[src/rtl/param_sync_fifo.sv]
// Parametrised single-clock FIFO with exact full/empty flags, almost-full/almost-empty thresholds,
// optional first-word-fall-through read, synchronous flush and sticky overflow/underflow flags.
module param_sync_fifo #(
  parameter int unsigned DATA_WIDTH          = 32,
  parameter int unsigned ADDR_WIDTH          = 4,
  parameter int unsigned ALMOST_FULL_THRESH  = 12,
  parameter int unsigned ALMOST_EMPTY_THRESH = 4,
  parameter bit          FWFT                = 1'b0
) (
  input  logic                  clk,
  input  logic                  reset_n,
  input  logic                  flush,
  input  logic                  FIFO_WR_EN,
  input  logic [DATA_WIDTH-1:0] write_data,
  input  logic                  FIFO_RD_EN,
  output logic [DATA_WIDTH-1:0] read_data,
  output logic                  read_valid,
  output logic                  FIFO_FULL,
  output logic                  FIFO_EMPTY,
  output logic                  FIFO_ALMOST_FULL,
  output logic                  FIFO_ALMOST_EMPTY,
  output logic [ADDR_WIDTH:0]   fill_count,
  output logic                  overflow,
  output logic                  underflow,
  input  logic                  clr_err
);

  localparam int unsigned DEPTH = 1 << ADDR_WIDTH;
  localparam int unsigned CW    = ADDR_WIDTH + 1;

  localparam logic [ADDR_WIDTH:0] DepthC = CW'(DEPTH);
  localparam logic [ADDR_WIDTH:0] AfThC  = CW'(ALMOST_FULL_THRESH);
  localparam logic [ADDR_WIDTH:0] AeThC  = CW'(ALMOST_EMPTY_THRESH);

  logic [DATA_WIDTH-1:0] mem [DEPTH];
  logic [ADDR_WIDTH-1:0] wr_ptr_q, rd_ptr_q;
  logic [ADDR_WIDTH:0]   count_q;
  logic                  overflow_q, underflow_q;
  logic                  rd_acc, wr_acc, rd_do, wr_do;

  // A full FIFO still takes a write when a read frees a slot in the same cycle.
  assign rd_acc = FIFO_RD_EN & ~FIFO_EMPTY;
  assign wr_acc = FIFO_WR_EN & (~FIFO_FULL | rd_acc);
  assign rd_do  = rd_acc & ~flush;
  assign wr_do  = wr_acc & ~flush;

  assign fill_count        = count_q;
  assign FIFO_FULL         = (count_q == DepthC);
  assign FIFO_EMPTY        = (count_q == '0);
  assign FIFO_ALMOST_FULL  = (count_q >= AfThC);
  assign FIFO_ALMOST_EMPTY = (count_q <= AeThC);
  assign overflow          = overflow_q;
  assign underflow         = underflow_q;

  always_ff @(posedge clk) begin
    if (wr_do) begin
      mem[wr_ptr_q] <= write_data;
    end
  end

  always_ff @(posedge clk or negedge reset_n) begin
    if (!reset_n) begin
      wr_ptr_q <= '0;
      rd_ptr_q <= '0;
      count_q  <= '0;
    end else if (flush) begin
      wr_ptr_q <= '0;
      rd_ptr_q <= '0;
      count_q  <= '0;
    end else begin
      if (wr_do) wr_ptr_q <= wr_ptr_q + 1'b1;
      if (rd_do) rd_ptr_q <= rd_ptr_q + 1'b1;
      if (wr_do && !rd_do) begin
        count_q <= count_q + 1'b1;
      end else if (rd_do && !wr_do) begin
        count_q <= count_q - 1'b1;
      end
    end
  end

  // A new error in the same cycle as clr_err keeps the flag set.
  always_ff @(posedge clk or negedge reset_n) begin
    if (!reset_n) begin
      overflow_q  <= 1'b0;
      underflow_q <= 1'b0;
    end else begin
      overflow_q  <= (FIFO_WR_EN & ~wr_acc) | (overflow_q & ~clr_err);
      underflow_q <= (FIFO_RD_EN & FIFO_EMPTY) | (underflow_q & ~clr_err);
    end
  end

  if (FWFT) begin : g_fwft
    assign read_data  = mem[rd_ptr_q];
    assign read_valid = ~FIFO_EMPTY;
  end else begin : g_reg
    logic [DATA_WIDTH-1:0] rdata_q;
    logic                  rvalid_q;

    always_ff @(posedge clk or negedge reset_n) begin
      if (!reset_n) begin
        rdata_q  <= '0;
        rvalid_q <= 1'b0;
      end else if (rd_do) begin
        rdata_q  <= mem[rd_ptr_q];
        rvalid_q <= 1'b1;
      end else begin
        rvalid_q <= 1'b0;
      end
    end

    assign read_data  = rdata_q;
    assign read_valid = rvalid_q;
  end

endmodule

[config.mk]
export PLATFORM = sky130hd
export DESIGN_NAME = param_sync_fifo
export DESIGN_NICKNAME = d
export VERILOG_FILES = /design/src/rtl/param_sync_fifo.sv
export SDC_FILE = /design/constraint.sdc
export NUM_CORES = 1
export LEC_CHECK = 0
export BUFFER_PORTS_ARGS = -buffer_cell sky130_fd_sc_hd__buf_2
export CORE_MARGIN = 1
export CORE_UTILIZATION = 61
export CTS_CLUSTER_DIAMETER = 200
export DETAILED_ROUTE_END_ITERATION = 6
export PLACE_DENSITY = 0.79
export SYNTH_ARGS = -nofsm -noshare
export SYNTH_HDL_FRONTEND = slang
export SYNTH_SLANG_ARGS = --single-unit
[constraint.sdc]
create_clock -name clk -period 3.25 [get_ports clk]
set_clock_uncertainty 0.05 [all_clocks]
set_input_delay 0.1625 -clock clk [delete_from_list [all_inputs] [get_ports clk]]
set_output_delay 0.1625 -clock clk [all_outputs]
set_load 0.005 [all_outputs]
Word-level counts from Yosys, hierarchy flattened --
Memory sizes are Yosys's and may differ from the RTL's. A register that Yosys moved wholly into a read port is not among the register bits. Index checks and enable logic that the tools add are counted.
Operators by class: reduce and logical (&&, ||, !) cells 9, magnitude comparators 2, muxes and demuxes 10, add/sub/neg operators 4, equality and inequality tests 1, bitwise gates (word level) 16
Operators by type and width (count):
- 4-bit two-way mux | 4
- 5-bit two-way mux | 3
- 4-bit by 1-bit adder with 4-bit output (second input constant) | 2
- 1-bit bitwise AND | 8
- 5-bit by 1-bit adder with 5-bit output (second input constant) | 1
- 5-bit equality test (second input constant) | 1
- 5-bit by 4-bit >= comparator with 1-bit output (second input constant) | 1
- 5-bit by 3-bit less-or-equal comparator with 1-bit output (second input constant) | 1
- 5-bit logical NOT | 1
- 1-bit NOT | 5
- 5-bit by 1-bit subtractor with 5-bit output (second input constant) | 1
- 2-bit nonzero test | 2
- 1-bit logical NOT | 3
- 1-bit two-way mux | 3
- 1-bit bitwise OR | 3
- 3-bit nonzero test | 1
- 1-bit logical AND | 2
Storage, ports and cells: memories kept 1, register bits after elaboration 16, RAM bits 512, logic and storage cells 49, input port bits 38
Memory list:
- mem | words 16, bits a word 32, rd ports 1, clocked after memory_dff 1, wr ports 1, RTL line 35 | logic [DATA_WIDTH-1:0] mem [DEPTH];

Depth between registers and ports, before layout --
Gate-level depths: netlist (run 1).
depth in word-level cells 11, depth in mapped cells 10

Least setup slack after synthesis (run 1) --
Ideal clock, no wire load.
path kind flip-flop to flip-flop, from reg count_q[1], in the netlist fill_count[1], to reg count_q[4], in the netlist fill_count[4], data required time 3.122 ns, library setup time 0.078 ns, arrival time 2.845 ns, setup slack 0.277 ns, path buffers 1, cell stages (with the launch flop) 10, clock period less this slack 2.973 ns, path through dfrtp_1 > or4_4 > buf_6 > o21ai_1 > nand3b_1 > fa_1 > a21o_1 > a2111oi_0 > o21bai_1 > a21oi_1
On the way: cells in the longest elaborated chain, start to end 9
RTL lines:
- start, declared | RTL line 37 | logic [ADDR_WIDTH:0] count_q;
- start signal, assigned | RTL line 74 | count_q <= count_q + 1'b1;
- start signal, assigned | RTL line 76 | count_q <= count_q - 1'b1;
- 5-bit logical NOT | RTL line 49 | assign FIFO_EMPTY = (count_q == '0);
- 1-bit NOT | RTL line 42 | assign rd_acc = FIFO_RD_EN & ~FIFO_EMPTY;
- 1-bit bitwise AND | RTL line 42
- 1-bit bitwise OR | RTL line 43 | assign wr_acc = FIFO_WR_EN & (~FIFO_FULL | rd_acc);
- 1-bit bitwise AND | RTL line 43
- 1-bit bitwise AND | RTL line 45 | assign wr_do = wr_acc & ~flush;
- 1-bit logical AND / 1-bit logical NOT (equally long branches) | RTL line 73, 75
- 5-bit two-way mux / 1-bit logical AND (equally long branches) | RTL line 73, 75
- 5-bit two-way mux / 3-bit nonzero test (equally long branches)
Several ways; a longest one is shown, not always the timed one. The select of a mux whose other input is x is not followed. A chain may end at the register's enable or synchronous reset.

Worst setup path in the final report (run 1) --
Ends and elaborated chain as after synthesis.

==> flow_metrics.py, run 1 <==
metrics = {
    "die": {
        "row_count": 68,
        "die_area_sq_mm": 0.0359,
        "start_util_pct": 62.0,
        "die_x_microns": 189,
        "design.core.area_sq_mm": 0.0345,
        "io_pins": 82,
        "die_h_microns": 189,
    },
    "timing": {
        "holdWs_ns": 0.231,
        "relSlewSlack_pct": 20.2,
        "final.setup.worst_slack_ns": 0.183,
        "rsz0062_at_grt": "false",
        "fmax_mhz": 326,
        "timing.final.crit_share_pct": 94.4,
        "period_minus_slack_ns": 3.07,
        "slew_viol_final": 0,
        "hold_viol_final": 0,
        "tns_ns": 0,
        "worst_slew_pin_slew_ns": 1.19,
        "finalSetupViolCount": 0,
    },
    "grt": {
        "use_met1_pct": 35.9,
        "grt_pass1_wl_mm": 69.5,
        "first_global_vias": 11200,
        "track_usage_pct": 26.8,
        "busiest_layer": "met2",
        "grt_max_degree": 66,
        "antenna_found_initial": 0,
        "gr-total-overflow": 0,
        "met2_usage_pct": 45.3,
        "met3_usage_pct": 4.15,
    },
    "critical_path": {
        "r2r_slack_ns": 0.18,
        "cp.arrival_ns": 3.51,
        "cp-start-kind": "flop",
        "slowest_delay_ns": 0.65,
        "slowest_stage": "or4_4",
        "crit_fanout": 8,
        "crit_chain": "or4_4 -> o21ai_1 -> nand3b_1 -> fa_1 -> a21o_1 -> a2111oi_1 -> o21bai_1 -> a21oi_1",
        "crit_type": "reg -> reg",
        "end_kind": "flop",
        "cp_top_family": "compound AO/OA/AOI/OAI gates",
        "path_buf_inv": 0,
        "required_ns": 3.69,
    },
    "pwr": {
        "p_switching_uw": 4270,
        "ir_worst_vdd_mv": 0.542,
        "power.share.clock_pct": 34.5,
        "swShare_pct": 25.1,
        "p_int_uw": 12800,
        "power_frac_seq_pct": 49.6,
        "power_uw": 17000,
        "powerDensity_mw_per_mm2": 690,
        "comb_power_share_pct": 15.9,
        "leakage_uw": 0.00787,
    },
    "detailed_routing": {
        "drt_iter0_markers": 999,
        "post_drt_via_cell_ratio": 6.45,
        "first_pass_iters": 5,
        "drc": 0,
        "ant_nets": 0,
        "wl_mm": 46.5,
        "wl_per_cell_microns": 28.3,
        "vias": 10600,
    },
    "place": {
        "dp_hpwl_mm": 24.6,
        "gp_congestion": 0.784,
        "place_ws_ns": 0.205,
        "portBuffers": 81,
        "placed_cell_area_sq_mm": 0.0227,
    },
    "clock_tree": {
        "cts_setup_buffers": 0,
        "clk_pin_slew_ns": 0.06,
        "cts_buffer_depth": 3,
        "h-tree-depth": 2,
        "worstSkewPairLatency_ns": 0.57,
        "cts-buffers-inserted": 53,
        "cts.sinks": 560,
        "root_buffer": "clkbuf_16",
        "cts_tree": "built",
    },
    "layout": {
        "mostFrequentLayoutCells": "edfxtp_1, mux4_2, buf_2, o22ai_1, clkbuf_16",
        "layout-drive-gt1-share_pct": 32.2,
        "n_fill_cell": 2012,
        "final_common_cell": "edfxtp_1",
        "final_cell_area_sq_mm": 0.0247,
        "area_delta_synth_final_pct": 15.3,
        "multiInputGateArea_sq_mm": 0.00467,
        "diodes": 0,
        "layout.nets": 1190,
        "ff_latch_area_sq_mm": 0.0166,
    },
    "synth": {
        "synth_area_sq_mm": 0.0214,
        "syn_inst": 988,
        "yosys.area.top_type_share_pct": 71.8,
        "ys_ff_latch": 560,
        "synth_edf_count": 512,
        "ys_top_cells_by_area": "edfxtp_1, mux4_2, dfrtp_1",
        "yosysUniqueCellTypes": 46,
        "seq_area_frac_synth_pct": 77.4,
        "synthArstFlopShare_pct": 8.57,
        "synth_top_flop_cell": "edfxtp_1",
        "yosys_warnings": 0,
        "syn_area_per_cell_sq_um": 21.7,
        "synth_nets": 1036,
        "yosys.area.top_type": "edfxtp_1",
    },
    "outcome": {
        "status": "complete, no violations",
    },
    "job": {
        "cap_violations": 0,
    },
    "hold_path": {
        "min-delay-path-class": "in -> async",
    },
}
logic make-up (layout without fill, tap and decap cells):
group | after synthesis | count (layout) | synth area share [%]
and+or+nand+nor | 58 | 58 | 1.30
DFF | 560 | 560 | 77.4
adders and majority gates | 10 | 10 | 0.619
buffers and inverters | 64 | 262 | 1.43
muxes | 165 | 165 | 15.4
xor gates and xnor gates | 7 | 7 | 0.286
AOI/OAI and AO/OA | 124 | 124 | 3.57
Yosys cell counts (all sizes together), types with 6 or more instances:
cell type and number:
edfxtp 512, mux4 128, o22ai 64, dfrtp 48, a21oi 42, mux2 36
buf 29, nor2 29, clkbuf 28, nand2 10, ha 9, inv 6
per-stage QoR:
step,cells,util (%)
final,1641,71.5
after CTS,1641,71.5
after floorplan,988,-
after global routing,1641,71.5
after global placement,1504,65.6
after detailed placement,1504,65.6
per-layer routing:
layer / wire (microns) / share of wire [%] / vias to the layer above
li1: - / - / 4450
met1: 18000 / 39 / 5533
met2: 23900 / 51 / 515
met3: 3240 / 7.0 / 93
met4: 1350 / 2.9 / 0
met5: 0 / 0 / -
flip-flops by register name, summed over array words and instances, names as in the netlist:
signal,count
mem,512
read_data,32
fill_count,5
rd_ptr_q,4
wr_ptr_q,4
overflow,1
read_valid,1
underflow,1
cell type report:
cell class,count,share of cell area (%)
Sequential cell,560,67.2
Clock buffer,64,5.75
Tap cell,455,2.31
Clock inverter,35,0.923
Multi-Input combinational cell,364,18.9
Timing Repair Buffer,156,4.82
Inverter,7,0.106
power by group through the flow:
stage	clock, uW	combinational [uW]	sequential (uW)
floorplan	0	1750	8490
global placement	0	2560	8590
detailed placement	0	2620	8610
CTS	5950	2710	8460
global route	6200	2890	8490
finish	5880	2700	8460
final timing paths:
| kind | start | endpoint | cells past startpoint |
|---|---|---|---|
| setup / recovery | fill_count[1] | fill_count[4] | 8 |
| hold / removal | reset_n | read_data[1] | 2 |
| setup reg to reg | fill_count[1] | fill_count[4] | 8 |
| hold reg to reg | underflow | underflow | 2 |
| max in group asynchronous | reset_n | read_data[28] | 3 |
| min in group clk | clr_err | underflow | 3 |
worst register-to-register path: cells and delay by family, from the launching register on:
family	cells	cell delay (ns)
and+or+nand+nor	2	0.89
adders and majority gates	1	0.50
DFF	1	0.47
AOI/OAI and AO/OA	5	1.08
what timing repair did:
action | 4_1_cts | 5_1_grt
hold buffers | 38 | 0
resized for setup | 0 | 1
endpoints found under the hold margin | 555 | 0
endpoints found under the setup margin | 0 | 1
Power figures use the tool's default switching activity.
==> run 2: changes to the inputs <==
--- a/config.mk
+++ b/config.mk
@@ -8,3 +8,2 @@
 export BUFFER_PORTS_ARGS = -buffer_cell sky130_fd_sc_hd__buf_2
-export CORE_MARGIN = 1
 export CORE_UTILIZATION = 61
==> constraint.sdc (replaced) <==
create_clock -name clk -period 3.25 [get_ports clk]
set_clock_uncertainty 0.05 [all_clocks]
set_input_delay 0.65 -clock clk [delete_from_list [all_inputs] [get_ports clk]]
set_output_delay 0.65 -clock clk [all_outputs]
set_load 0.005 [all_outputs]
==> run 2 against run 1 <==
  * Sequential power about the same
  * Maximum frequency grew 0.46%
  * Total power increased by 0.65%
  * Wire length decreased by 1.4%
  * Core utilization decreased by 0.77 points
  * Register-to-register slack is essentially flat
  * Non-clock buffer count fell by 32
  * Final area decreased by 1.1%
  * Clock power rose by 3.7%
  * Critical endpoint unchanged
  * Largest cell class unchanged
  * Highest routed layer unchanged
==> flow_metrics.py, run 2 (same netlist as run 1, synthesis figures left out) <==
metrics = {
    "outcome": {
        "status": "complete, no violations",
    },
    "detailed_routing": {
        "first_pass_iters": 5,
        "post_drt_via_cell_ratio": 6.49,
        "drc": 0,
        "ant_nets": 0,
        "vias": 10500,
        "drt_iter0_markers": 964,
        "wl_mm": 45.8,
        "wl_per_cell_microns": 28.4,
    },
    "clock_tree": {
        "root_buffer": "clkbuf_16",
        "cts-buffers-inserted": 54,
        "cts_tree": "built",
        "cts_resized": 0,
        "cts_buffer_depth": 3,
        "h-tree-depth": 2,
        "worstSkewPairLatency_ns": 0.59,
        "ctsHoldBuffers": 0,
        "cts.sinks": 560,
        "clk_pin_slew_ns": 0.06,
        "cts_setup_buffers": 0,
    },
    "die": {
        "die_h_microns": 189,
        "die_area_sq_mm": 0.0359,
        "io_pins": 82,
        "design.core.area_sq_mm": 0.0345,
        "start_util_pct": 62.0,
        "die_x_microns": 189,
        "row_count": 68,
    },
    "grt": {
        "first_global_vias": 10900,
        "grt_pass1_wl_mm": 68.4,
        "grt_max_degree": 38,
        "antenna_found_initial": 1,
        "gr-total-overflow": 0,
        "track_usage_pct": 26.6,
    },
    "critical_path": {
        "path_buf_inv": 0,
        "slowest_delay_ns": 0.66,
        "required_ns": 3.71,
        "slowest_stage": "or4_4",
        "cp.arrival_ns": 3.51,
        "crit_chain": "or4_4 -> o21ai_1 -> nand3b_1 -> fa_1 -> a21o_1 -> a2111oi_0 -> o21bai_1 -> a21oi_1",
        "crit_type": "reg -> reg",
        "cp-start-kind": "flop",
        "crit_fanout": 8,
        "end_kind": "flop",
        "cp_top_family": "compound AO/OA/AOI/OAI gates",
    },
    "layout": {
        "largest_reg_flops": 512,
        "final_common_cell": "edfxtp_1",
        "layout.nets": 1159,
        "mostFrequentLayoutCells": "edfxtp_1, mux4_2, buf_2, o22ai_1, clkbuf_16",
        "layout-drive-gt1-share_pct": 34.1,
        "largest_register": "mem",
        "final_cell_area_sq_mm": 0.0244,
        "finish.utilization_pct": 70.7,
        "area_delta_synth_final_pct": 14.0,
    },
    "place": {
        "dp_hpwl_mm": 24.4,
        "portBuffers": 81,
        "placed_cell_area_sq_mm": 0.0227,
        "gp_congestion": 0.769,
    },
    "timing": {
        "slew_viol_final": 0,
        "timing.final.crit_share_pct": 93.9,
        "rsz0062_at_grt": "false",
        "tns_ns": 0,
        "hold_viol_final": 0,
        "worst_slew_pin_slew_ns": 1.25,
        "fmax_mhz": 328,
        "finalSetupViolCount": 0,
        "relSlewSlack_pct": 16.3,
        "period_minus_slack_ns": 3.05,
    },
    "pwr": {
        "ir_worst_vdd_mv": 0.542,
        "powerDensity_mw_per_mm2": 703,
        "leakage_uw": 0.00780,
    },
    "job": {
        "cap_violations": 0,
    },
    "hold_path": {
        "min-delay-path-class": "in -> async",
    },
}
## run 2: changes by cell type in the layout (fill, tap and decap cells not counted), sizes merged, moves of 2 or more
| cell | change |
|---|---|
| buf | +6 |
| clkbuf | +13 |
| clkinv | -9 |
| clkinvlp | -4 |
| diode | +2 |
| dlygate4sd3 | -38 |
## run 2: routing by layer
metal	GRT usage (%)	share of wire (%)	vias to the layer above
met2	45.1	52	499
met5	0	0	-
li1	-	-	4392
met4	8.53	2.3	0
met1	35.5	38	5488
met3	4.56	7.5	78
## run 2: path summary, 6_finish.rpt
check,from,endpoint,slack [ns],cells past startpoint
worst max-delay path,fill_count[1],fill_count[4],0.20,8
worst min-delay path,reset_n,read_data[1],0.16,1
worst max register to register,fill_count[1],fill_count[4],0.20,8
worst min register to register,underflow,underflow,0.48,2
max in group asynchronous,reset_n,read_data[27],2.09,2
min in group clk,clr_err,overflow,0.22,2
## run 2: through the flow
stage          std cells  setup WS (ns)  total power (uW)  hold WS, ns
2_1_floorplan        988         0.0546             10200        0.304
3_3_place_gp        1510          0.247             11100        0.464
3_5_place_dp        1510          0.235             11200        0.482
4_1_cts             1610          0.190             17200        0.208
5_1_grt             1611         0.0417             17700        0.221
6_report            1612          0.197             17200        0.161
## run 2: final cells by class
class,instances,area (sq um)
inverters,7,26.3
clock buffers,77,1540
repair buffers,124,828
clock inverters,23,200
diodes,2,5.00
multi-input cells,364,4670
flip-flops and latches,560,16600
well taps,455,569
fillers,2011,10100
## run 2: power breakdown
part | switching, uW | total [uW] | internal, uW
clock network | 2630 | 6100 | 3470
registers | 284 | 8450 | 8170
logic | 1330 | 2610 | 1280
